<file path="src/rtl/axi_w_order_arbiter.sv">
// Per-slave AW round-robin arbiter with in-order W steering from a grant FIFO.
// Define AXI_W_ORDER_BYPASS_EN to steer W from aw_sel while the FIFO is empty.
module axi_w_order_arbiter #(
    parameter int MST_NUM    = 3,
    parameter int SEL_W      = $clog2(MST_NUM),
    parameter int OSTD_DEPTH = 4,
    parameter int CNT_W      = $clog2(OSTD_DEPTH) + 1
) (
    input  logic               aclk,
    input  logic               aresetn,
    input  logic [MST_NUM-1:0] m_awvalid,
    output logic [MST_NUM-1:0] m_awready,
    output logic               s_awvalid,
    input  logic               s_awready,
    output logic [SEL_W-1:0]   aw_sel,
    input  logic [MST_NUM-1:0] m_wvalid,
    input  logic [MST_NUM-1:0] m_wlast,
    output logic [MST_NUM-1:0] m_wready,
    output logic               s_wvalid,
    output logic               s_wlast,
    input  logic               s_wready,
    output logic [SEL_W-1:0]   w_sel,
    output logic [CNT_W-1:0]   ostd_cnt
);

    localparam int PTR_W = $clog2(OSTD_DEPTH);

    typedef enum logic {
        IDLE,
        HOLD
    } aw_state_e;

    aw_state_e        state_q, state_d;
    logic [SEL_W-1:0] rr_ptr_q;
    logic [SEL_W-1:0] hold_sel_q, hold_sel_d;
    logic [SEL_W-1:0] last_sel_q;
    logic [SEL_W-1:0] pick;
    logic             any_req;
    int               idx;

    logic [SEL_W-1:0] fifo_q [OSTD_DEPTH];
    logic [PTR_W-1:0] wr_ptr_q, rd_ptr_q;
    logic [CNT_W-1:0] cnt_q;
    logic [SEL_W-1:0] head;

    logic full, empty;
    logic aw_hs, bypass, w_active, w_done;
    logic push, pop;

    assign full     = (cnt_q == CNT_W'(OSTD_DEPTH));
    assign empty    = (cnt_q == '0);
    assign head     = fifo_q[rd_ptr_q];
    assign ostd_cnt = cnt_q;

    // Scan downwards so the requester closest to rr_ptr wins.
    always_comb begin
        pick    = '0;
        any_req = 1'b0;
        idx     = 0;
        for (int k = MST_NUM - 1; k >= 0; k--) begin
            idx = (int'(rr_ptr_q) + k) % MST_NUM;
            if (m_awvalid[idx]) begin
                pick    = SEL_W'(idx);
                any_req = 1'b1;
            end
        end
    end

    always_comb begin
        state_d    = state_q;
        hold_sel_d = hold_sel_q;
        aw_sel     = '0;
        s_awvalid  = 1'b0;
        if (aresetn) begin
            unique case (state_q)
                IDLE: begin
                    aw_sel    = pick;
                    s_awvalid = any_req && !full;
                    if (any_req && !full && !s_awready) begin
                        state_d    = HOLD;
                        hold_sel_d = pick;
                    end
                end
                HOLD: begin
                    aw_sel    = hold_sel_q;
                    s_awvalid = m_awvalid[hold_sel_q];
                    if (s_awvalid && s_awready) begin
                        state_d = IDLE;
                    end
                end
                default: begin
                    state_d = IDLE;
                end
            endcase
        end
    end

    assign aw_hs = s_awvalid && s_awready;

    always_comb begin
        m_awready = '0;
        for (int i = 0; i < MST_NUM; i++) begin
            m_awready[i] = aw_hs && (aw_sel == SEL_W'(i));
        end
    end

`ifdef AXI_W_ORDER_BYPASS_EN
    assign bypass = empty && aw_hs;
`else
    assign bypass = 1'b0;
`endif

    assign w_active = !empty || bypass;

    always_comb begin
        w_sel = last_sel_q;
        if (!empty) begin
            w_sel = head;
        end else if (bypass) begin
            w_sel = aw_sel;
        end
    end

    assign s_wvalid = w_active && m_wvalid[w_sel];
    assign s_wlast  = w_active && m_wlast[w_sel];

    always_comb begin
        m_wready = '0;
        for (int i = 0; i < MST_NUM; i++) begin
            m_wready[i] = w_active && s_wready && (w_sel == SEL_W'(i));
        end
    end

    assign w_done = s_wvalid && s_wready && s_wlast;
    assign pop    = w_done && !empty;
    // A bypassed burst that completes in its AW cycle never needs a slot.
    assign push   = aw_hs && !full && !(bypass && w_done);

    always_ff @(posedge aclk or negedge aresetn) begin
        if (!aresetn) begin
            state_q    <= IDLE;
            rr_ptr_q   <= '0;
            hold_sel_q <= '0;
            last_sel_q <= '0;
            wr_ptr_q   <= '0;
            rd_ptr_q   <= '0;
            cnt_q      <= '0;
            for (int i = 0; i < OSTD_DEPTH; i++) begin
                fifo_q[i] <= '0;
            end
        end else begin
            state_q    <= state_d;
            hold_sel_q <= hold_sel_d;
            if (aw_hs) begin
                rr_ptr_q <= (aw_sel == SEL_W'(MST_NUM - 1)) ? '0 : aw_sel + 1'b1;
            end
            if (push) begin
                fifo_q[wr_ptr_q] <= aw_sel;
                wr_ptr_q         <= wr_ptr_q + 1'b1;
            end
            if (pop) begin
                rd_ptr_q <= rd_ptr_q + 1'b1;
            end
            if (w_done) begin
                last_sel_q <= w_sel;
            end
            cnt_q <= cnt_q + CNT_W'(push) - CNT_W'(pop);
        end
    end

endmodule

</file>
<file path="config.mk">
export PLATFORM = sky130hd
export DESIGN_NAME = axi_w_order_arbiter
export DESIGN_NICKNAME = d
export VERILOG_FILES = /design/src/rtl/axi_w_order_arbiter.sv
export SDC_FILE = /design/constraint.sdc
export NUM_CORES = 1
export LEC_CHECK = 0
export BUFFER_PORTS_ARGS = -buffer_cell sky130_fd_sc_hd__buf_4
export CAP_MARGIN = 20
export CORE_MARGIN = 2
export CORE_UTILIZATION = 35
export DETAILED_ROUTE_END_ITERATION = 10
export PLACE_DENSITY_LB_ADDON = 0.25
export SETUP_SLACK_MARGIN = 0.2
export SLEW_MARGIN = 15
export SYNTH_ARGS = -nofsm -noshare
export SYNTH_HDL_FRONTEND = slang
export SYNTH_SLANG_ARGS = --single-unit
</file>
<file path="constraint.sdc">
create_clock -name aclk -period 8.2 [get_ports aclk]
set_input_delay 0.82 -clock aclk [delete_from_list [all_inputs] [get_ports aclk]]
set_output_delay 0.82 -clock aclk [all_outputs]
set_load 0.01 [all_outputs]
</file>
==> impl_metrics.csv <==
group,metric,value,unit
clocking,cts_tree,"built",
placed_design,port_buffers,28,
power,pwr-share-comb,58.5,%
drt,drt_wl_total,3502,um
synthesis,syn_inst,164,
die,rows,24,
critical_path,cp.arrival,2.72,ns
global_routing,grt.busiest_layer,"met2",
die,initial_core_util,36.53,%
clocking,root_buffer,"clkbuf_8",
layout,nets,216,
power,power.switching,326.1,uW
drt,viasPerCell,5.189,
die,core_area,4384,um^2
run,cap_viol_max_count,0,
critical_path,worst_path_most_repeated_cell,"o21ai_0",
global_routing,grt_max_degree,30,
sta,finalClockSkew,0.001506,ns
placed_design,globalplace.congestion,0.8680,
drt,ant_nets,0,
status,status,"complete, no violations",
critical_path,start_kind,"register",
clocking,clkTransAtPathRegs,0.09,ns
synthesis,syn_area_per_cell,9.765,um^2
clocking,clock_latency,0.26,ns
power,leakage,0.0009223,uW
sta,fin_crit_sh,43.15,%
critical_path,required,7.38,ns
sta,finalHoldViolations,0,
global_routing,grt_first_pass_wirelength,6003,um
drt,drt_iter0_markers,35,
drt,vias,1261,
synthesis,syn-cell-area,1602,um^2
synthesis,ys_ff_latch,22,
min_path,hold_class,"input port to asynchronous set/reset pin",
critical_path,end_kind,"primary output",
power,sw_frac_of_total,42.32,%
sta,rsz0062_at_grt,"false",
power,p_clk_share,13.4,%
sta,finalMaxSlewViolations,0,
critical_path,slowest_delay,0.47,ns
critical_path,critical_path_class,"register to primary output",
clocking,cts.sinks,22,
synthesis,yosysUniqueCellTypes,41,
clocking,cts_setup_buffers,0,
sta,worst_pin_slew,0.6840,ns
clocking,numCtsBuffers,3,
die,die_h,71.65,um
die,top_level_ports,29,
global_routing,grt_use_met3,3.376,%
layout,diodes,0,
power,ir_drop,0.0001491,V
synthesis,syn-num-nets,188,
layout,area_growth,19.77,%
global_routing,met2_usage,24.18,%
sta,setup_tns,0,ns
layout,stdcell_area,1918,um^2
drt,drc_errors,0,
clocking,cts_max_level,1,
power,internal_power,444.4,uW
power,pwr-share-seq,28.1,%
power,p_per_area,401.7,nW/um^2
layout,drive_above_1_share,24.08,%
die,die_area,5133,um^2
critical_path,critPathSlowestCell,"o21ai_1",
die,die_width,71.65,um
clocking,postCtsHoldBufs,0,
critical_path,cp_max_fo,8,
clocking,clk_path_buf_depth,2,
global_routing,grtUsageTotal,14.59,%
placed_design,dpl_cell_area,1847,um^2
global_routing,grt_pass1_vias,1257,
sta,min_period,3.538,ns
global_routing,gr-usage-met1,19.49,%
drt,routedWlPerCell,14.41,um
sta,max_freq,282.6,MHz
synthesis,yosysSeqAreaShare,34.38,%
global_routing,gr-total-overflow,0,
synthesis,synth_warnings,0,
sta,relSlewSlack,54.05,%
critical_path,cp_cell_sequence,"inv_1 -> ha_1 -> nor2_1 -> o21ai_0 -> o211a_1 -> o21ai_0 -> o21ai_1 -> and4_1 -> buf_4",
clocking,cts-resized-gates,0,
placed_design,hpwl,2762,um
drt,drtPass1Iterations,4,
sta,finalSetupViolations,0,
global_routing,antenna_found_initial,0,
-- critical path, delay by kind of cell, from the launching register on --
kind | cells | cell delay (ns)
buf+inv | 2 | 0.21
fa+ha+maj | 1 | 0.43
simple gates | 2 | 0.39
compound gates | 4 | 1.04
flops | 1 | 0.38
-- worst paths after layout --
path,from,to,slack [ns],cells after the start
setup / recovery,rr_ptr_q[0]$_DFFE_PN0P_,m_awready[1],4.66,9
hold / removal,aresetn,last_sel_q[1]$_DFFE_PN0N_,0.45,1
setup reg to reg,rd_ptr_q[0]$_DFFE_PN0P_,ostd_cnt[2]$_DFF_PN0_,4.99,11
hold reg to reg,last_sel_q[0]$_DFFE_PN0N_,last_sel_q[0]$_DFFE_PN0N_,0.52,1
max in group asynchronous,aresetn,fifo_q[0]$_DFFE_PN0P_,7.48,1
min in group aclk,last_sel_q[0]$_DFFE_PN0N_,last_sel_q[0]$_DFFE_PN0N_,0.52,1
-- placed cells by master, fill, tap and decap left out, drive strengths merged --
| cell type | netlist | layout |
|---|---|---|
| or3 | 2 | 2 |
| nand2b | 4 | 4 |
| o2111ai | 1 | 1 |
| o31ai | 1 | 1 |
| inv | 15 | 15 |
| o211ai | 4 | 4 |
| nor2 | 9 | 9 |
| fa | 1 | 1 |
| nand2 | 13 | 13 |
| mux4 | 3 | 3 |
| o21ai | 10 | 10 |
| xnor2 | 4 | 4 |
| clkbuf | 2 | 3 |
| nand3 | 6 | 6 |
| o211a | 2 | 2 |
| xor2 | 1 | 1 |
| ha | 10 | 10 |
| dfrtp | 22 | 22 |
| nor3 | 2 | 2 |
| buf | 3 | 28 |
| a31oi | 3 | 3 |
| a21boi | 1 | 1 |
| and4 | 1 | 1 |
| o21ba | 1 | 1 |
| mux2i | 7 | 7 |
| and3 | 3 | 3 |
| nand3b | 1 | 1 |
| mux2 | 11 | 11 |
| nor4 | 1 | 1 |
| or4 | 1 | 1 |
| a41o | 1 | 1 |
| and2 | 4 | 4 |
| nor2b | 7 | 7 |
| bufinv | 0 | 1 |
| a21oi | 7 | 7 |
-- metrics by stage --
step / instances / util, % / worst slack, ns / hold WS (ns) / power (uW)
CTS: 243 / 43.75 / 4.700 / 0.4598 / 779.2
floorplan: 164 / - / 5.127 / 0.4726 / 542.3
finish: 243 / 43.75 / 4.662 / 0.4528 / 770.4
global placement: 239 / 42.12 / 5.057 / 0.4964 / 657.0
global route: 243 / 43.75 / 4.438 / 0.4564 / 840.0
detailed placement: 239 / 42.12 / 4.985 / 0.5037 / 673.5
-- power by group through the flow --
| stage | Clock, uW | Combinational, uW | Sequential (uW) |
|---|---|---|---|
| 3_3_place_gp | 0 | 442 | 215 |
| 3_5_place_dp | 0 | 454 | 219 |
| 6_report | 103 | 451 | 217 |
| 4_1_cts | 106 | 456 | 217 |
| 2_1_floorplan | 0 | 347 | 195 |
| 5_1_grt | 113 | 501 | 226 |
-- synth_stat cells (all sizes together) --
| library cell | number | area (um^2) |
|---|---|---|
| nand2 | 13 | 48.80 |
| dfrtp | 22 | 550.5 |
| a41o | 1 | 10.01 |
| and2 | 4 | 25.02 |
| nor3 | 2 | 10.01 |
| a31oi | 3 | 25.02 |
| mux2 | 11 | 131.4 |
| o31ai | 1 | 7.510 |
| and4 | 1 | 8.760 |
| mux2i | 7 | 70.07 |
| nand2b | 4 | 25.02 |
| o211ai | 4 | 30.03 |
| a21boi | 1 | 7.510 |
| or3 | 2 | 12.51 |
| xor2 | 1 | 8.760 |
| nand3 | 6 | 30.03 |
| o2111ai | 1 | 8.760 |
| inv | 15 | 56.30 |
| nor4 | 1 | 21.27 |
| mux4 | 3 | 71.32 |
| clkbuf | 2 | 7.510 |
| fa | 1 | 20.02 |
| ha | 10 | 125.1 |
| buf | 3 | 22.52 |
| or4 | 1 | 7.510 |
| o21ba | 1 | 16.27 |
| o21ai | 10 | 50.04 |
| nor2 | 9 | 33.78 |
| and3 | 3 | 18.77 |
| nor2b | 7 | 43.79 |
| a21oi | 7 | 35.03 |
| xnor2 | 4 | 35.03 |
| nand3b | 1 | 7.510 |
| o211a | 2 | 20.02 |
-- state kept, by name, summed over array words and instances (netlist names) --
register and count:
rr_ptr_q 2, hold_sel_q 2, rd_ptr_q 2, fifo_q 8, ostd_cnt 3, wr_ptr_q 2, state_q 1, last_sel_q 2
-- metal layers --
layer | routed length (um) | vias to the layer above
met5 | 0 | -
met1 | 1643 | 603
li1 | - | 625
met3 | 192 | 2
met4 | 17 | 0
met2 | 1649 | 31
-- logic make-up (layout without fill, tap and decap cells) --
family                     after synthesis  in the layout  share of synthesized area [%]
DFF                                     22             22                          34.38
and+or+nand+nor                         54             54                          18.28
adders and majority gates               11             11                          9.063
buffers and inverters                   20             47                          5.390
xor gates and xnor gates                 5              5                          2.734
muxes                                   21             21                          17.03
AOI/OAI and AO/OA                       31             31                          13.12
-- area by class of cell --
class / instances / area [um^2]
inverters: 15 / 56.30
clock buffers: 3 / 41.29
clock inverters: 1 / 30.03
repair buffers: 28 / 210.2
well taps: 52 / 65.06
flip-flops and latches: 22 / 550.5
fillers: 442 / 2466
multi-input cells: 122 / 964.7
Power figures use the tool's default switching activity.
